## src/rtl/pc_sequencer.sv

```systemverilog
// Program counter and three-stage execution sequencer for the picoMips core.
// Also brings the asynchronous handshake switch into the clock domain.
module pc_sequencer #(
    parameter int PC_WIDTH  = 5,
    parameter int LAST_ADDR = 31
) (
    input  logic                clk,
    input  logic                reset,
    input  logic                Run,
    input  logic                HandshakeIn,
    input  logic                PCHold,
    output logic [PC_WIDTH-1:0] PC,
    output logic [1:0]          Stage,
    output logic                Handshake,
    output logic                InstrDone
);

    typedef enum logic [1:0] {
        S0 = 2'b00,
        S1 = 2'b01,
        S2 = 2'b10
    } stage_t;

    localparam logic [PC_WIDTH-1:0] LAST_PC = PC_WIDTH'(LAST_ADDR);
    localparam logic [PC_WIDTH-1:0] PC_ONE  = PC_WIDTH'(1);

    // Kept as a plain vector so the unused code 2'b11 stays representable and recoverable.
    logic [1:0]          stage_q;
    stage_t              stage_d;
    logic [PC_WIDTH-1:0] pc_q;
    logic [PC_WIDTH-1:0] pc_d;
    logic                done_q;
    logic                done_d;
    logic                sync1;
    logic                sync2;

    always_comb begin
        // NOTE: every output of this block gets a default first, so no path leaves one unassigned and no latch is inferred.
        stage_d = S0;
        pc_d    = pc_q;
        done_d  = 1'b0;
        case (stage_q)
            S0: stage_d = Run ? S1 : S0;
            S1: stage_d = Run ? S2 : S1;
            S2: begin
                if (Run) begin
                    stage_d = S0;
                    if (!PCHold) begin
                        pc_d   = (pc_q == LAST_PC) ? '0 : pc_q + PC_ONE;
                        done_d = 1'b1;
                    end
                end else begin
                    stage_d = S2;
                end
            end
            default: stage_d = S0;
        endcase
    end

    always_ff @(posedge clk or posedge reset) begin
        if (reset) begin
            stage_q <= S0;
            pc_q    <= '0;
            done_q  <= 1'b0;
            sync1   <= 1'b0;
            sync2   <= 1'b0;
        end else begin
            // NOTE: non-blocking assignments so every flop samples pre-edge values; sync2 must see the old sync1.
            stage_q <= stage_d;
            pc_q    <= pc_d;
            done_q  <= done_d;
            sync1   <= HandshakeIn;
            sync2   <= sync1;
        end
    end

    assign PC        = pc_q;
    assign Stage     = stage_q;
    assign Handshake = sync2;
    assign InstrDone = done_q;

endmodule

```

## config.mk

```make
export PLATFORM = sky130hd
export DESIGN_NAME = pc_sequencer
export DESIGN_NICKNAME = d
export VERILOG_FILES = /design/src/rtl/pc_sequencer.sv
export SDC_FILE = /design/constraint.sdc
export NUM_CORES = 1
export LEC_CHECK = 0
export BUFFER_PORTS_ARGS = -buffer_cell sky130_fd_sc_hd__buf_2
export CAP_MARGIN = 30
export CORE_AREA = 2 2 39 41
export CTS_CLUSTER_DIAMETER = 60
export CTS_CLUSTER_SIZE = 16
export DETAILED_ROUTE_END_ITERATION = 8
export DIE_AREA = 0 0 41 43
export GPL_TIMING_DRIVEN = 0
export PLACE_DENSITY = 0.57
export SLEW_MARGIN = 25
export SYNTH_ARGS = -nofsm -noshare
export SYNTH_HDL_FRONTEND = slang
export SYNTH_SLANG_ARGS = --single-unit
```

## constraint.sdc

```tcl
create_clock -name clk -period 2.8 [get_ports clk]
set_clock_uncertainty 0.1 [all_clocks]
set_input_delay 0.14 -clock clk [delete_from_list [all_inputs] [get_ports clk]]
set_output_delay 0.14 -clock clk [all_outputs]
set_load 0.005 [all_outputs]
```

==> results of run 1 <==
synth_stat cells:
cell / n
a21o_1: 1
a22oi_1: 1
and3_1: 1
buf_2: 1
dfrtp_1: 10
ha_1: 2
inv_1: 2
mux2_2: 1
nand2_1: 3
nand2b_1: 2
nand3_1: 1
nand4bb_1: 1
nor2_1: 2
nor2b_1: 1
nor3_1: 1
o21ai_0: 2
o22ai_1: 1
o41ai_1: 1
or4b_1: 1
xnor2_1: 1
worst paths after layout:
path	start	end	slack, ps	cells past startpoint
min in group asynchronous	reset	Stage[0]	300	3
worst min-delay path	Run	Stage[1]	30	2
worst max register to register	PC[0]	PC[2]	1010	5
worst min register to register	sync1	Handshake	250	0
max in group asynchronous	reset	Stage[1]	2030	3
worst max-delay path	PC[0]	PC[2]	1010	5
critical path: stages (launching register included):
cell and delay, ps:
dfrtp_1 420, ha_1 240, and3_1 190, ha_1 240, or4b_1 470, nand2_1 70
per-layer routing:
layer	routed length [µm]	part of all wire, %	vias up	track usage [%]
li1	-	-	162	-
met1	359	47	162	12.4
met2	342	45	11	15.9
met3	51	6.7	2	4.71
met4	5	0.66	0	8.00
met5	0	0	-	0
per-stage QoR:
step | util, % | std cells
after global routing | 40.8 | 71
final | 40.8 | 71
after global placement | 36.7 | 65
after detailed placement | 36.7 | 65
after CTS | 40.8 | 71
after floorplan | - | 36
timing repair:
item / CTS / global route
setup endpoints to repair: 0 / 0
hold buffers: 2 / 0
endpoints found under the hold margin: 11 / 0
power by group:
part / leakage, nW / switching (W) / total, W / internal [W]
clock: 0.0210 / 0.0000489 / 0.000128 / 0.0000789
sequential: 0.124 / 0.0000380 / 0.000217 / 0.000179
combinational: 0.156 / 0.0000462 / 0.000108 / 0.0000616
final cells by class:
cell class              instances  area share (%)
plain buffers                   1           0.887
flip-flops and latches         10            44.3
multi-input cells              23            28.4
well taps                      16            3.55
inverters                       2            1.33
clock buffers                   4            6.43
repair buffers                 15            15.1
state kept, by name, summed over array words and instances (netlist names):
| name | cells |
|---|---|
| InstrDone | 1 |
| PC | 5 |
| sync1 | 1 |
| Stage | 2 |
| Handshake | 1 |
placed cells by master, fill, tap and decap left out, drive strengths merged:
master,netlist,layout
nand2,3,3
dfrtp,10,10
and3,1,1
nand4bb,1,1
nor2b,1,1
nor2,2,2
xnor2,1,1
dlygate4sd3,0,2
o22ai,1,1
clkbuf,0,4
ha,2,2
inv,2,2
o41ai,1,1
a22oi,1,1
mux2,1,1
nand3,1,1
nand2b,2,2
or4b,1,1
buf,1,14
nor3,1,1
o21ai,2,2
a21o,1,1
cell families (layout without fill, tap and decap cells):
family	Yosys count	after routing	synth area share, %
xor gates and xnor gates	1	1	2.07
AOI/OAI and AO/OA	6	6	9.47
muxes	1	1	2.66
DFF	10	10	59.2
adders and majority gates	2	2	5.92
and+or+nand+nor	13	13	17.8
buffers and inverters	3	22	2.96
==> run_results.csv, run 1 <==
group,metric,value,unit
outcome,status,"finished, final reports clean",
min_path,hp-class,"in -> reg",
sta,setup_viol,0,
finish,final_nets,63,
worst_setup_path,crit_path_start_kind,"flip-flop",
clock_tree,cts.htree.levels,1,
place,hpwl,547,µm
clock_tree,cts_tree,"yes",
sta,max_slew_margin,74.5,%
global_routing,grt_overflow,0,
finish,area_growth,33.4,%
global_routing,grt_max_degree,11,
clock_tree,numCtsBuffers,3,
sta,hold_ws,32.1,ps
place,gp_congestion,0.635,
finish,nFillCells,148,
drt,finalWirelength,758,µm
die,top_level_ports,14,
drt,wire_per_inst,10.7,µm
power,power_per_cell_area,803,nW/µm²
drt,postRouteAntennaNets,0,
sta,rsz0062_at_grt,"false",
worst_setup_path,crit_fanout,6,
worst_setup_path,critPathCaptureType,"flip-flop",
die,rows,14,
place,postPlaceCellArea,508,µm²
yosys,netlist_area,423,µm²
finish,layout-drive-gt1-share,34.5,%
die,die_w,41,µm
sta,hold_viol_final,0,
clock_tree,cts_setup_buffers,0,
drt,drt_pass1_iterations,3,
clock_tree,clk_pin_slew_worst_paths,70,ps
yosys,ys_types,20,
clock_tree,clockRootBuffer,"clkbuf_4",
yosys,synth.area.top_cells,"dfrtp_1, ha_1, nand2b_1",
drt,via_per_inst,4.75,
clock_tree,clockBufferDepth,2,
drt,drtIter0Drc,1,
die,coreArea,1380,µm²
sta,min_period,1790,ps
die,die_area,1760,µm²
global_routing,grt_util_all_layers,11.1,%
finish,seq_area,250,µm²
yosys,synth.avg_cell_area,11.7,µm²
worst_setup_path,cp.required,2900,ps
global_routing,grt_pass1_wl,1.26,mm
yosys,synth_top_area_share,59.2,%
sta,worst_pin_slew,382,ps
drt,via_count,337,
worst_setup_path,arrival,1900,ps
yosys,syn_nets,43,
clock_tree,cts_resized,0,
die,fp.dieH,43,µm
place,pre_cts_slack,1010,ps
sta,fin_crit_sh,64.0,%
clock_tree,insertion_delay,260,ps
clock_tree,cts.sinks,10,
finish,fin_area,564,µm²
yosys,ys_seq_area_share,59.2,%
die,start_util,30.6,%
sta,fin_setup_tns,0,ps
yosys,ys_ff_latch,10,
power,p_leak,0.301,nW
place,port_buffers,13,
yosys,syn-instance-count,36,
power,peakVddDrop,0.320,mV
power,power,0.000453,W
finish,multi_input_area,160,µm²
flow_run,maxCapViolCount,0,
finish,diodes,0,
global_routing,grt_pass1_vias,327,
sta,slew_viol_final,0,
yosys,synth_area_leader_cell,"dfrtp_1",
sta,timing.fmax,0.558,GHz
yosys,ys.warnings.count,0,
sta,fin_ws,1010,ps
global_routing,antenna_found_initial,0,
worst_setup_path,critPathKind,"reg -> reg",
drt,drc_errors,0,
Note: power is estimated with default switching activity, not from simulation.
==> inputs of run 2 (changes only) <==
ABC_AREA = 1   (was default)
PLACE_DENSITY = 0.62   (was 0.57)
clock period = 1.6 ns   (was 2.8 ns; I/O delays follow)
==> run 2 against run 1 <==
  * Sequential share of layout area down 2.0 points
  * Highest routed layer unchanged
  * Wire length down 9.2%
  * Clock power up 73%
  * Area after synthesis up 6.2%
  * Worst setup slack worse by 780 ps
  * Total power up 100%
  * Combinational power rose to 2.7 times the previous value
  * Final cell count up 17%
  * Fmax up 31%
  * Core utilization up 1.9 points
==> run_results.csv, run 2 <==
group,metric,value,unit
die,fp.dieH,43,µm
yosys,synth.avg_cell_area,9.36,µm²
clock_tree,numCtsBuffers,3,
power,power_per_cell_area,1540,nW/µm²
drt,via_count,360,
die,coreArea,1380,µm²
finish,area_growth,31.5,%
drt,via_per_inst,4.34,
worst_setup_path,rrSetupSlack,230,ps
worst_setup_path,path_cells,"ha_1 -> nand2_1 -> nor2_1 -> ha_1 -> inv_1 -> nand3_1 -> o21ai_1",
finish,largest_reg_flops,5,
place,port_buffers,13,
clock_tree,insertion_delay,260,ps
sta,max_slew_margin,75.0,%
worst_setup_path,critPathCaptureType,"flip-flop",
power,peakVddDrop,0.670,mV
worst_setup_path,crit_path_start_kind,"flip-flop",
yosys,ys_ff_latch,10,
worst_setup_path,crit_path_max_incr_delay,410,ps
global_routing,grt_overflow,0,
sta,fin_setup_tns,0,ps
yosys,synth_common_cells,"nand2_1, dfrtp_1, inv_1",
sta,hold_viol_final,0,
yosys,synth_top_family_by_area,"simple AND/OR/NAND/NOR gates",
worst_setup_path,crit_fanout,4,
clock_tree,clockRootBuffer,"clkbuf_4",
min_path,hp-class,"in -> reg",
sta,worst_pin_slew,374,ps
yosys,netlist_area,449,µm²
yosys,synth-simple-area-share,24.2,%
clock_tree,clk_pin_slew_worst_paths,70,ps
global_routing,antenna_found_initial,0,
worst_setup_path,critPathKind,"reg -> reg",
sta,fin_crit_sh,85.7,%
yosys,synthMuxAreaShare,0,%
drt,finalWirelength,688,µm
global_routing,grt_max_degree,11,
sta,fin_ws,228,ps
place,placed_cells,77,
yosys,syn_nets,55,
finish,final_nets,75,
global_routing,grt_pass1_wl,1.19,mm
yosys,synth-compound-area-share,7.80,%
sta,rsz0062_at_grt,"false",
global_routing,busiest_layer,"met2",
die,die_area,1760,µm²
global_routing,use_met3,4.71,%
outcome,status,"finished, final reports clean",
global_routing,grtUsageMet2,14.4,%
clock_tree,cts_setup_buffers,0,
yosys,synth_flop_cell,"dfrtp_1",
sta,setup_viol,0,
global_routing,grt_util_all_layers,10.4,%
yosys,synth.area.top_cells,"dfrtp_1, nand2_1, ha_1",
drt,wire_per_inst,8.29,µm
global_routing,met1_usage,11.7,%
finish,diodes,0,
clock_tree,cts.htree.levels,1,
yosys,synth_top_area_share,55.7,%
finish,final_common_cell,"buf_2",
yosys,synth.most_common_cell,"nand2_1",
die,rows,14,
yosys,synth_area_leader_cell,"dfrtp_1",
place,pre_cts_slack,231,ps
die,top_level_ports,14,
yosys,ys_seq_area_share,55.7,%
clock_tree,clockBufferDepth,2,
flow_run,maxCapViolCount,0,
yosys,synth-async-reset-ratio,100,%
worst_setup_path,crit_slowest_cell,"dfrtp_1",
finish,layout-drive-gt1-share,32.8,%
sta,timing.fmax,0.729,GHz
power,p_leak,0.338,nW
place,gp_congestion,0.728,
yosys,yosys.area_share.adder,5.57,%
sta,min_period,1370,ps
clock_tree,cts_tree,"yes",
die,start_util,32.5,%
clock_tree,cts.sinks,10,
worst_setup_path,arrival,1460,ps
yosys,ys.warnings.count,0,
yosys,syn-instance-count,48,
yosys,synth_edf_count,0,
worst_setup_path,cp.required,1690,ps
yosys,ys_types,15,
drt,postRouteAntennaNets,0,
worst_setup_path,cpMostUsedCell,"ha_1",
global_routing,grt_pass1_vias,306,
drt,drt_pass1_iterations,2,
drt,drtIter0Drc,2,
sta,slew_viol_final,0,
finish,mostFrequentLayoutCells,"buf_2, nand2_1, dfrtp_1",
drt,drc_errors,0,
die,die_w,41,µm
place,hpwl,554,µm
finish,fin_cells,83,
yosys,synth-xor-area-share,0,%
-- run 2: critical path: cells and delay by family, from the launching register on --
kind	cells	cell delay (ps)
buffers and inverters	1	90
and+or+nand+nor	3	200
adders and majority gates	2	380
DFF	1	410
AOI/OAI and AO/OA	1	110
-- run 2: final timing paths --
| check | endpoint | start | depth (start not counted) |
|---|---|---|---|
| max | PC[2] | PC[1] | 7 |
| min | Stage[0] | Run | 3 |
| max reg2reg | PC[2] | PC[1] | 7 |
| min reg2reg | Handshake | sync1 | 0 |
| max in group asynchronous | Handshake | reset | 3 |
| min in group asynchronous | InstrDone | reset | 3 |
-- run 2: report_power, final --
group,switching [W],internal (W)
logic,0.000150,0.000142
registers,0.0000628,0.000332
clock network,0.0000837,0.000138
-- run 2: cell families after synthesis --
group / count (synthesis)
adder cells (fa/ha/maj): 2
AO/OA/AOI/OAI: 6
AND/OR/NAND/NOR: 22
buffers and inverters: 8
flip-flops: 10
-- run 2: area by class of cell --
cell class              count  area [µm²]
fillers                   152         793
flip-flops and latches     10         250
multi-input cells          30         169
repair buffers             15        85.1
clock buffers               4        36.3
inverters                   8        30.0
well taps                  16        20.0
-- run 2: metal layers --
metal	vias to the layer above	wire length, µm	part of all wire, %
li1	190	-	-
met1	160	295	43
met2	8	347	50
met3	2	27	3.9
met4	0	17	2.5
met5	-	0	0
-- run 2: stage by stage --
step	hold WS, ps	area (µm²)	power (W)	utilization (%)
2_1_floorplan	-180	449	0.000587	-
3_3_place_gp	-19.4	534	0.000691	38.6
3_5_place_dp	-19.1	534	0.000696	38.6
4_1_cts	3.25	591	0.000928	42.7
5_1_grt	11.8	591	0.000994	42.7
6_report	14.5	591	0.000908	42.7
-- run 2: what timing repair did --
action | CTS | global route
hold buffers | 2 | 0
hold endpoints to repair | 11 | 0
endpoints found under the setup margin | 0 | 0
resized for setup | 0 | 0
==> inputs of run 3 (changes only) <==
CELL_PAD_IN_SITES_DETAIL_PLACEMENT = 1   (was default)
CELL_PAD_IN_SITES_GLOBAL_PLACEMENT = 2   (was default)
CORE_AREA = default   (was 2 2 39 41)
CORE_UTILIZATION = 24   (was default)
DIE_AREA = default   (was 0 0 41 43)
PLACE_DENSITY = 0.71   (was 0.62)
==> run 3 against run 2 <==
  * Flip-flop and latch count did not move
  * Final cell count rose by 11%
  * Clock power rose by 5%
  * Critical path depth did not move
  * Clock-buffer cell count did not move
  * Wire length rose by 34%
  * Highest routed layer unchanged
  * Critical path type unchanged
  * Sequential share of layout area fell by 0.79 points
  * Worst setup slack got worse by 34 ps
==> run_results.csv, run 3 (synthesis results as in run 2) <==
group,metric,value,unit
outcome,status,"finished, final reports clean",
sta,min_period,1410,ps
finish,fin_area,602,µm²
worst_setup_path,critPathKind,"reg -> reg",
worst_setup_path,crit_path_start_kind,"flip-flop",
drt,drtIter0Drc,2,
clock_tree,cts.htree.levels,1,
worst_setup_path,crit_path_max_incr_delay,400,ps
sta,slew_viol_final,0,
worst_setup_path,cpMostUsedCell,"ha_1",
clock_tree,cts_resized,0,
sta,setup_viol,0,
drt,postRouteAntennaNets,0,
clock_tree,cts_tree,"yes",
power,internal_power,0.000612,W
drt,finalWirelength,920,µm
global_routing,grt_util_all_layers,12.3,%
sta,worst_pin_slew,410,ps
worst_setup_path,arrival,1510,ps
die,fp.dieH,45.3,µm
global_routing,grt_max_degree,11,
power,power_frac_comb,32.2,%
die,die_area,2050,µm²
drt,wire_per_inst,10.0,µm
finish,final_common_cell,"buf_2",
die,start_util,25.7,%
worst_setup_path,crit_slowest_cell,"dfrtp_1",
power,swShare,34.3,%
power,power_per_cell_area,1550,nW/µm²
die,rows,15,
clock_tree,insertion_delay,270,ps
finish,layout-drive-gt1-share,32.8,%
power,seqPwrFrac,42.8,%
flow_run,maxCapViolCount,0,
drt,via_per_inst,4.01,
worst_setup_path,cp.required,1700,ps
worst_setup_path,rrSetupSlack,190,ps
finish,final_nets,75,
power,p_leak,0.338,nW
place,hpwl,649,µm
sta,fin_crit_sh,87.9,%
place,postPlaceCellArea,546,µm²
drt,drc_errors,0,
global_routing,grt_pass1_wl,1.63,mm
clock_tree,clockRootBuffer,"clkbuf_4",
die,die_w,45.3,µm
sta,timing.fmax,0.711,GHz
min_path,hp-class,"in -> reg",
power,p_sw,0.000320,W
worst_setup_path,critPathCaptureType,"flip-flop",
finish,fin_cells,92,
sta,max_slew_margin,72.7,%
drt,via_count,369,
die,coreArea,1750,µm²
power,power,0.000932,W
place,gp_congestion,0.711,
global_routing,antenna_found_initial,0,
worst_setup_path,critPathTopFamily,"flip-flops",
sta,fin_setup_tns,0,ps
finish,mostFrequentLayoutCells,"buf_2, nand2_1, dfrtp_1",
worst_setup_path,path_buf_inv,1,
worst_setup_path,crit_fanout,3,
clock_tree,clockBufferDepth,2,
finish,area_growth,34.0,%
sta,rsz0062_at_grt,"false",
place,placed_cells,86,
worst_setup_path,path_cells,"ha_1 -> nand2_1 -> nor2_1 -> ha_1 -> inv_1 -> nand3_1 -> o21ai_1",
finish,utilization,34.5,%
global_routing,grt_overflow,0,
clock_tree,clk_pin_slew_worst_paths,80,ps
sta,hold_viol_final,0,
clock_tree,cts_setup_buffers,0,
global_routing,grt_pass1_vias,376,
clock_tree,cts.sinks,10,
power,p_clk_share,25.0,%
finish,diodes,0,
clock_tree,numCtsBuffers,3,
finish,largest_reg_flops,5,
power,peakVddDrop,0.500,mV
drt,drt_pass1_iterations,3,
place,port_buffers,13,
die,top_level_ports,14,
## run 3: worst min-delay path, stage by stage
cell and delay, ps:
buf_2 100, inv_1 80, a21oi_1 70
## run 3: repair_timing
action | CTS | global route
hold buffers | 2 | 0
hold endpoints to repair | 11 | 0
setup endpoints to repair | 0 | 0
## run 3: power groups by stage
stage	logic, W	clock network, W	registers, W
final	0.000300	0.000233	0.000399
after global routing	0.000357	0.000258	0.000415
after CTS	0.000306	0.000246	0.000401
after detailed placement	0.000299	0	0.000406
after global placement	0.000294	0	0.000403
after floorplan	0.000180	0	0.000406
## run 3: final cells by class
| class | count | area [µm²] |
|---|---|---|
| Inverter | 8 | 30.0 |
| Tap cell | 25 | 31.3 |
| Timing Repair Buffer | 15 | 85.1 |
| Fill cell | 209 | 1140 |
| Clock buffer | 4 | 36.3 |
| Sequential cell | 10 | 250 |
| Multi-Input combinational cell | 30 | 169 |
## run 3: stage by stage
stage | hold slack, ps | setup slack, ps
CTS | 0.701 | 182
global route | 40.5 | 90.7
finish | 12.2 | 194
global placement | -10.2 | 199
floorplan | -180 | 302
detailed placement | -12.0 | 206
## run 3: metal layers
layer	up-vias	global-route usage (%)	part of all wire, %
li1	188	-	-
met1	169	15.1	51
met2	10	17.1	42
met3	2	4.80	4.8
met4	0	9.09	1.3
met5	-	0	0
## run 3: path summary, 6_finish.rpt
check,startpoint,end,cells past startpoint
min reg2reg,sync1,Handshake,0
min,Run,Stage[0],3
max in group asynchronous,reset,PC[4],3
max reg2reg,PC[0],PC[2],7
min in group asynchronous,reset,PC[0],3
max,PC[0],PC[2],7
